===== src/rtl/display_pkg.sv =====
// Shared definitions for the display controller: SPI opcodes, the frame
// loader state encoding and the brightness reset level.
package display_pkg;

    localparam logic [7:0] OP_LOAD_ROW  = 8'hF0;
    localparam logic [7:0] OP_COMMIT    = 8'h10;
    localparam logic [7:0] OP_BRIGHT    = 8'h20;
    localparam logic [7:0] BRIGHT_RESET = 8'hFF;

    typedef enum logic [2:0] {
        IDLE,
        ROW_ADDR,
        PIXELS,
        CHECK,
        BRIGHT,
        COMMIT,
        DISCARD
    } state_t;

endpackage


===== src/rtl/spi_slave.sv =====
// SPI mode-0 byte receiver. Bus lines are synchronised into clk, bytes are
// assembled MSB first on sclk rising edges and presented as one-cycle
// valid pulses; sot tags the first byte after ss falls, eot pulses when ss
// rises. miso echoes the previously received byte.
module spi_slave (
    input  logic       clk,
    input  logic       rst,
    input  logic       sclk,
    input  logic       ss,
    input  logic       mosi,
    output logic       miso,
    output logic [7:0] data,
    output logic       valid,
    output logic       sot,
    output logic       eot
);

    logic [2:0] sclk_sync_reg;
    logic [2:0] ss_sync_reg;
    logic [1:0] mosi_sync_reg;
    logic [7:0] shift_reg;
    logic [7:0] tx_reg;
    logic [2:0] bit_cnt_reg;
    logic       first_reg;
    logic [7:0] data_reg;
    logic       valid_reg;
    logic       sot_reg;
    logic       eot_reg;

    logic sclk_rise, sclk_fall, ss_active, ss_fall, ss_rise, mosi_s;
    logic [7:0] shift_in;

    assign sclk_rise = sclk_sync_reg[1] & ~sclk_sync_reg[2];
    assign sclk_fall = ~sclk_sync_reg[1] & sclk_sync_reg[2];
    assign ss_active = ~ss_sync_reg[1];
    assign ss_fall   = ~ss_sync_reg[1] & ss_sync_reg[2];
    assign ss_rise   = ss_sync_reg[1] & ~ss_sync_reg[2];
    assign mosi_s    = mosi_sync_reg[1];
    assign shift_in  = {shift_reg[6:0], mosi_s};

    // Bus synchronisers. ss resets to "selected" so that a reset taken in the
    // middle of a transaction never fakes a start-of-transaction edge.
    always_ff @(posedge clk) begin
        if (rst) begin
            sclk_sync_reg <= 3'b000;
            ss_sync_reg   <= 3'b000;
            mosi_sync_reg <= 2'b00;
        end else begin
            sclk_sync_reg <= {sclk_sync_reg[1:0], sclk};
            ss_sync_reg   <= {ss_sync_reg[1:0], ss};
            mosi_sync_reg <= {mosi_sync_reg[0], mosi};
        end
    end

    // Byte assembly, framing flags and miso echo shifter.
    always_ff @(posedge clk) begin
        if (rst) begin
            shift_reg   <= 8'd0;
            tx_reg      <= 8'd0;
            bit_cnt_reg <= 3'd0;
            first_reg   <= 1'b0;
            data_reg    <= 8'd0;
            valid_reg   <= 1'b0;
            sot_reg     <= 1'b0;
            eot_reg     <= 1'b0;
        end else begin
            valid_reg <= 1'b0;
            sot_reg   <= 1'b0;
            eot_reg   <= ss_rise;
            if (ss_fall) begin
                bit_cnt_reg <= 3'd0;
                first_reg   <= 1'b1;
                tx_reg      <= 8'd0;
            end else if (ss_active) begin
                if (sclk_rise) begin
                    shift_reg   <= shift_in;
                    bit_cnt_reg <= bit_cnt_reg + 3'd1;
                    if (bit_cnt_reg == 3'd7) begin
                        data_reg  <= shift_in;
                        valid_reg <= 1'b1;
                        sot_reg   <= first_reg;
                        first_reg <= 1'b0;
                        tx_reg    <= shift_in;
                    end
                end else if (sclk_fall && bit_cnt_reg != 3'd0) begin
                    tx_reg <= {tx_reg[6:0], 1'b0};
                end
            end
        end
    end

    assign miso  = tx_reg[7] & ss_active;
    assign data  = data_reg;
    assign valid = valid_reg;
    assign sot   = sot_reg;
    assign eot   = eot_reg;

endmodule


===== src/rtl/spi_frame_loader.sv =====
// SPI command decoder for the display frame buffer. Decodes LOAD_ROW,
// SET_BRIGHT and COMMIT frames, packs pixel bytes into wdata words and
// flags malformed frames. Optional trailing row checksum is enabled by
// defining SPI_LOADER_CHECKSUM_EN.
module spi_frame_loader
    import display_pkg::*;
#(
    parameter int SEGMENTS = 1,
    parameter int CHANNELS = 3,
    parameter int BITWIDTH = 8,
    parameter int ROWS     = 8,
    parameter int COLUMNS  = 32
) (
    input  logic                                  clk,
    input  logic                                  rst,
    input  logic                                  sclk,
    input  logic                                  ss,
    input  logic                                  mosi,
    output logic                                  miso,
    input  logic                                  ready,
    output logic                                  wen,
    output logic [$clog2(ROWS)-1:0]               wrow,
    output logic [$clog2(COLUMNS)-1:0]            wcol,
    output logic [SEGMENTS*CHANNELS*BITWIDTH-1:0] wdata,
    output logic [7:0]                            brightness,
    output logic                                  loaded,
    output logic                                  frame_err
);

    localparam int GROUP = SEGMENTS * CHANNELS;
    localparam int DW    = GROUP * BITWIDTH;
    localparam int RW    = $clog2(ROWS);
    localparam int CW    = $clog2(COLUMNS);
    localparam int GW    = (GROUP > 1) ? $clog2(GROUP) : 1;

    logic [7:0] byte_data;
    logic       byte_valid, byte_sot, byte_eot;

    spi_slave u_spi_slave (
        .clk   (clk),
        .rst   (rst),
        .sclk  (sclk),
        .ss    (ss),
        .mosi  (mosi),
        .miso  (miso),
        .data  (byte_data),
        .valid (byte_valid),
        .sot   (byte_sot),
        .eot   (byte_eot)
    );

    state_t          state_reg, state_next;
    logic [CW-1:0]   col_reg, col_next;
    logic [GW-1:0]   grp_reg, grp_next;
    logic [DW-1:0]   stage_reg, stage_next, stage_shift;
    logic            extra_reg, extra_next;
    logic            wen_reg, wen_next;
    logic [RW-1:0]   wrow_reg, wrow_next;
    logic [CW-1:0]   wcol_reg, wcol_next;
    logic [DW-1:0]   wdata_reg, wdata_next;
    logic [7:0]      bright_reg, bright_next;
    logic            loaded_reg, loaded_next;
    logic            err_reg, err_next;
`ifdef SPI_LOADER_CHECKSUM_EN
    logic [7:0]      csum_reg, csum_next;
    logic            dirty_reg, dirty_next;
`endif

    // State and output registers; reset aborts any frame in flight.
    always_ff @(posedge clk) begin
        if (rst) begin
            state_reg  <= IDLE;
            col_reg    <= '0;
            grp_reg    <= '0;
            stage_reg  <= '0;
            extra_reg  <= 1'b0;
            wen_reg    <= 1'b0;
            wrow_reg   <= '0;
            wcol_reg   <= '0;
            wdata_reg  <= '0;
            bright_reg <= BRIGHT_RESET;
            loaded_reg <= 1'b0;
            err_reg    <= 1'b0;
`ifdef SPI_LOADER_CHECKSUM_EN
            csum_reg   <= 8'd0;
            dirty_reg  <= 1'b0;
`endif
        end else begin
            state_reg  <= state_next;
            col_reg    <= col_next;
            grp_reg    <= grp_next;
            stage_reg  <= stage_next;
            extra_reg  <= extra_next;
            wen_reg    <= wen_next;
            wrow_reg   <= wrow_next;
            wcol_reg   <= wcol_next;
            wdata_reg  <= wdata_next;
            bright_reg <= bright_next;
            loaded_reg <= loaded_next;
            err_reg    <= err_next;
`ifdef SPI_LOADER_CHECKSUM_EN
            csum_reg   <= csum_next;
            dirty_reg  <= dirty_next;
`endif
        end
    end

    // Next-state logic: the byte of this cycle is processed first, then an
    // eot in the same cycle terminates the frame based on where it ended up.
    always_comb begin
        state_next  = state_reg;
        col_next    = col_reg;
        grp_next    = grp_reg;
        stage_next  = stage_reg;
        extra_next  = extra_reg;
        wen_next    = 1'b0;
        wrow_next   = wrow_reg;
        wcol_next   = wcol_reg;
        wdata_next  = wdata_reg;
        bright_next = bright_reg;
        loaded_next = 1'b0;
        err_next    = 1'b0;
`ifdef SPI_LOADER_CHECKSUM_EN
        csum_next   = csum_reg;
        dirty_next  = dirty_reg;
`endif
        // New channel enters at the bottom so the group's first byte ends up
        // in the most-significant slot.
        stage_shift = DW'({stage_reg, byte_data[BITWIDTH-1:0]});

        if (byte_valid) begin
            case (state_reg)
                IDLE: begin
                    if (byte_sot) begin
                        col_next   = '0;
                        grp_next   = '0;
                        extra_next = 1'b0;
                        if (!ready) begin
                            state_next = DISCARD;
                        end else begin
                            case (byte_data)
                                OP_LOAD_ROW: state_next = ROW_ADDR;
                                OP_BRIGHT:   state_next = BRIGHT;
                                OP_COMMIT:   state_next = COMMIT;
                                default: begin
                                    state_next = DISCARD;
                                    err_next   = 1'b1;
                                end
                            endcase
                        end
                    end
                end
                ROW_ADDR: begin
                    if (int'(byte_data) >= ROWS) begin
                        err_next   = 1'b1;
                        state_next = DISCARD;
                    end else begin
                        wrow_next  = byte_data[RW-1:0];
                        state_next = PIXELS;
                    end
`ifdef SPI_LOADER_CHECKSUM_EN
                    csum_next = byte_data;
`endif
                end
                PIXELS: begin
                    stage_next = stage_shift;
`ifdef SPI_LOADER_CHECKSUM_EN
                    csum_next = csum_reg ^ byte_data;
`endif
                    if (grp_reg == GW'(GROUP - 1)) begin
                        grp_next   = '0;
                        wen_next   = 1'b1;
                        wdata_next = stage_shift;
                        wcol_next  = col_reg;
                        if (col_reg == CW'(COLUMNS - 1)) begin
                            extra_next = 1'b1;
`ifdef SPI_LOADER_CHECKSUM_EN
                            state_next = CHECK;
`else
                            state_next = DISCARD;
`endif
                        end else begin
                            col_next = col_reg + CW'(1);
                        end
                    end else begin
                        grp_next = grp_reg + GW'(1);
                    end
                end
`ifdef SPI_LOADER_CHECKSUM_EN
                CHECK: begin
                    if (byte_data != csum_reg) begin
                        err_next   = 1'b1;
                        dirty_next = 1'b1;
                    end
                    state_next = DISCARD;
                end
`endif
                BRIGHT: begin
                    bright_next = byte_data;
                    state_next  = DISCARD;
                end
                DISCARD: begin
                    // Only trailing bytes after a full row are reported, once.
                    if (extra_reg) begin
                        err_next   = 1'b1;
                        extra_next = 1'b0;
                    end
                end
                default: begin
                end
            endcase
        end

        if (byte_eot) begin
            case (state_next)
                ROW_ADDR, PIXELS: begin
                    err_next = 1'b1;
`ifdef SPI_LOADER_CHECKSUM_EN
                    dirty_next = 1'b1;
`endif
                end
                BRIGHT: err_next = 1'b1;
`ifdef SPI_LOADER_CHECKSUM_EN
                CHECK: begin
                    err_next   = 1'b1;
                    dirty_next = 1'b1;
                end
                COMMIT: begin
                    if (dirty_reg) dirty_next = 1'b0;
                    else           loaded_next = 1'b1;
                end
`else
                COMMIT: loaded_next = 1'b1;
`endif
                default: begin
                end
            endcase
            state_next = IDLE;
            extra_next = 1'b0;
        end
    end

    assign wen        = wen_reg;
    assign wrow       = wrow_reg;
    assign wcol       = wcol_reg;
    assign wdata      = wdata_reg;
    assign brightness = bright_reg;
    assign loaded     = loaded_reg;
    assign frame_err  = err_reg;

endmodule


===== config.mk =====
export PLATFORM = sky130hd
export DESIGN_NAME = spi_frame_loader
export DESIGN_NICKNAME = d
export VERILOG_FILES = /design/src/rtl/display_pkg.sv /design/src/rtl/spi_slave.sv /design/src/rtl/spi_frame_loader.sv
export SDC_FILE = /design/constraint.sdc
export NUM_CORES = 1
export LEC_CHECK = 0
export CORE_AREA = 2 2 88 90
export CTS_CLUSTER_DIAMETER = 200
export DETAILED_ROUTE_END_ITERATION = 8
export DIE_AREA = 0 0 90 92
export PLACE_DENSITY = 0.8
export SYNTH_ARGS = -nofsm -noshare
export SYNTH_HDL_FRONTEND = slang
export SYNTH_SLANG_ARGS = --single-unit
export TNS_END_PERCENT = 100

===== constraint.sdc =====
create_clock -name clk -period 5.78 [get_ports clk]
set_input_delay 1.445 -clock clk [delete_from_list [all_inputs] [get_ports clk]]
set_output_delay 1.445 -clock clk [all_outputs]
set_load 0.01 [all_outputs]

==> impl_metrics.yaml <==
logic_synthesis:
  yosysSeqAreaShare_pct: 51.5
  syn_area_per_cell_sq_um: 8.27
  ys.flop_type: "dfxtp_1"
  synthCells: 508
  syn_area_sq_mm: 0.00420
  async_flop_share_pct: 0
  synth.net_count: 519
  synth_cell_types: 46
  synth-seq-cells: 108
  synth_edf_count: 0
  yosysWarnings: 0
pwr:
  seqPwrFrac_pct: 62.4
  peakVddDrop_mv: 0.153
  power.internal_w: 0.000921
  switching_share_pct: 23.4
  clockPowerShare_pct: 35.5
  powerDensity_mw_per_mm2: 247
  netSwitchingPower_w: 0.000281
  leakage_nw: 1.66
  p_comb_share_pct: 2.0
worst_setup_path:
  r2r_end: "wdata[7]"
  cp_slowest_cell: "clkdlybuf4s50_1"
  worstPathCellList: "nor2b_1, clkdlybuf4s50_1"
  startpoint_type: "register"
  cp_top_family: "buffers and inverters"
  endpoint: "miso"
  arrival_ns: 1.47
  crit_type: "reg2out"
  path_buf_inv: 1
  r2r_cells: 4
  regToRegSetupSlack_ns: 3.17
  critPathMaxStageDelay_ns: 0.54
  crit_path_end_kind: "output port"
  cp-startpoint: "u_spi_slave.ss_sync_reg[1]"
  crit_fanout: 10
  worst-path-stages: 2
  r2r_start: "state_reg[1]"
  cp.required_ns: 4.34
grt:
  grt_overflow: 0
  grt_pass1_wl_um: 14300
  grt_max_degree: 68
  first_global_vias: 3105
  grtUsageTotal_pct: 20.9
  antenna_found_initial: 0
floorplan:
  fp.dieW_um: 90
  ios: 50
  dieArea_sq_mm: 0.00828
  die_h_um: 92
  fp.coreArea_sq_mm: 0.00745
  start_util_pct: 56.4
  core.rowCount: 32
detailed_routing:
  firstDrtPassIters: 4
  drt_wl_total_um: 8390
  antenna_left: 0
  drt_iter0_markers: 231
  post-route-drc-count: 0
  routedWlPerCell_um: 13.0
  num_vias: 3427
  viasPerCell: 5.31
layout:
  antennaDiodeCount: 0
  final_area_sq_mm: 0.00487
  largest_reg_flops: 24
  area_delta_synth_final_pct: 16.0
  finalNetCount: 549
  drive_gt1_share_pct: 4.42
clocking:
  holdBufCountCts: 0
  postCtsSetupBuffers: 0
  cts_tree: "done"
  h-tree-depth: 3
  cts_buffers: 9
  cts_root_buf: "clkbuf_8"
  numClockSinks: 108
  path_clk_slew_ns: 0.11
  cts_resized: 0
  clk-insertion-delay-late_ns: 0.36
  clockBufferDepth: 2
run_status:
  status: "completed"
timing:
  post-route-period-util_pct: 50.4
  fin_ws_ns: 2.87
  finalHoldViolCount: 0
  rsz0062_at_grt: "no"
  finalSetupViolCount: 0
  maxSlewViolCount: 0
  relSlewSlack_pct: 33.9
  tightest_slew_ns: 0.992
  fin_crit_ns: 2.91
  clock_skew_ns: 0.0125
  finalHoldWorstSlack_ns: 0.456
  setup-tns-final_ns: 0
  fmax_ghz: 0.343
placed_design:
  gp_congestion: 0.828
  numPortBuffers: 49
  dp_slack_ns: 2.86
  dpl_cell_area_sq_mm: 0.00469
  hpwl_um: 5850
run:
  drv_cap: 0
min_path:
  min_path_type: "reg2reg"
-- final cells by class --
| cell class | instances | area (sq um) |
|---|---|---|
| clock inverters | 6 | 55.1 |
| multi-input cells | 365 | 1890 |
| inverters | 4 | 15.0 |
| repair buffers | 50 | 493 |
| fillers | 643 | 2580 |
| well taps | 102 | 128 |
| flip-flops and latches | 108 | 2160 |
| clock buffers | 10 | 128 |
-- layer usage --
metal / track usage (%) / wire length, um
met1: 26.9 / 3800
met4: 9.36 / 150
met5: 0 / 0
met3: 3.20 / 321
met2: 35.0 / 4130
-- synthesized netlist by cell type, types with 2 or more instances --
cell type,number,area [sq um]
a211oi_1,2,15.0
a21oi_1,68,340
a311oi_1,7,61.3
a31oi_2,2,25.0
and2_1,2,12.5
and3_1,4,25.0
buf_1,2,7.51
buf_2,7,35.0
buf_4,2,15.0
clkbuf_1,20,75.1
dfxtp_1,108,2160
ha_1,5,62.6
inv_1,4,15.0
mux2i_1,6,60.1
nand2_1,154,578
nand2b_1,3,18.8
nand3_1,4,20.0
nand3b_1,9,67.6
nor2_1,28,105
nor2b_1,18,113
nor3_1,8,40.0
nor3b_1,3,22.5
o21ai_0,7,35.0
o21ai_1,7,35.0
or2_1,2,12.5
or3_1,2,12.5
xnor2_1,3,26.3
xor2_1,3,26.3
-- per-stage QoR --
step           cells  utilization (%)  power, W
2_1_floorplan    508                -  0.000786
4_1_cts          645             65.4   0.00121
3_5_place_dp     629             63.0  0.000792
3_3_place_gp     629             63.0  0.000792
5_1_grt          645             65.4   0.00125
6_report         645             65.4   0.00120
-- worst min-delay path by stage --
stage / start / cells past startpoint / end
detailed placement: u_spi_slave.ss_sync_reg[0] / 1 / u_spi_slave.ss_sync_reg[1]
finish: stage_reg[14] / 2 / wdata[22]
floorplan: u_spi_slave.mosi_sync_reg[0] / 1 / u_spi_slave.mosi_sync_reg[1]
CTS: u_spi_slave.first_reg / 2 / u_spi_slave.sot
global placement: u_spi_slave.ss_sync_reg[0] / 1 / u_spi_slave.ss_sync_reg[1]
global route: u_spi_slave.sclk_sync_reg[0] / 1 / u_spi_slave.sclk_sync_reg[1]
-- cell usage in the layout, fill, tap and decap left out, types with 2 or more instances in the layout --
cell type          n
or2_1              2
or3_1              2
a211oi_1           2
xor2_1             3
clkbuf_8           9
nand3_1            4
inv_1              4
and3_1             4
and2_1             2
nand3b_1           9
xnor2_1            3
clkinv_4           3
a21oi_1           68
clkdlybuf4s50_1   48
nor2b_1           18
inv_6              2
dfxtp_1          108
nor3b_1            3
o21ai_0            7
nor2_1            28
a31oi_2            2
a311oi_1           7
ha_1               5
o21ai_1            7
nand2b_1           3
nor3_1             8
mux2i_1            6
nand2_1          154
-- power groups by stage --
stage,Combinational [W],Sequential (W),Clock [W]
after floorplan,0.0000198,0.000766,0
after global placement,0.0000240,0.000768,0
after detailed placement,0.0000248,0.000768,0
after CTS,0.0000248,0.000750,0.000434
after global routing,0.0000279,0.000751,0.000467
final,0.0000246,0.000750,0.000427
-- worst reg2reg max path, stage by stage (launching register included) --
cell and delay, ns:
dfxtp_1 0.67, and3_1 0.66, and2_1 0.88, nand2_1 0.15
a21oi_1 0.18
-- logic make-up after synthesis --
| family | share of synthesized area (%) |
|---|---|
| AOI/OAI and AO/OA | 13.8 |
| xor gates and xnor gates | 1.25 |
| adders and majority gates | 1.49 |
| buffers and inverters | 3.51 |
| DFF | 51.5 |
| muxes | 1.43 |
| and+or+nand+nor | 27.0 |
Note: power is estimated with default switching activity, not from simulation.
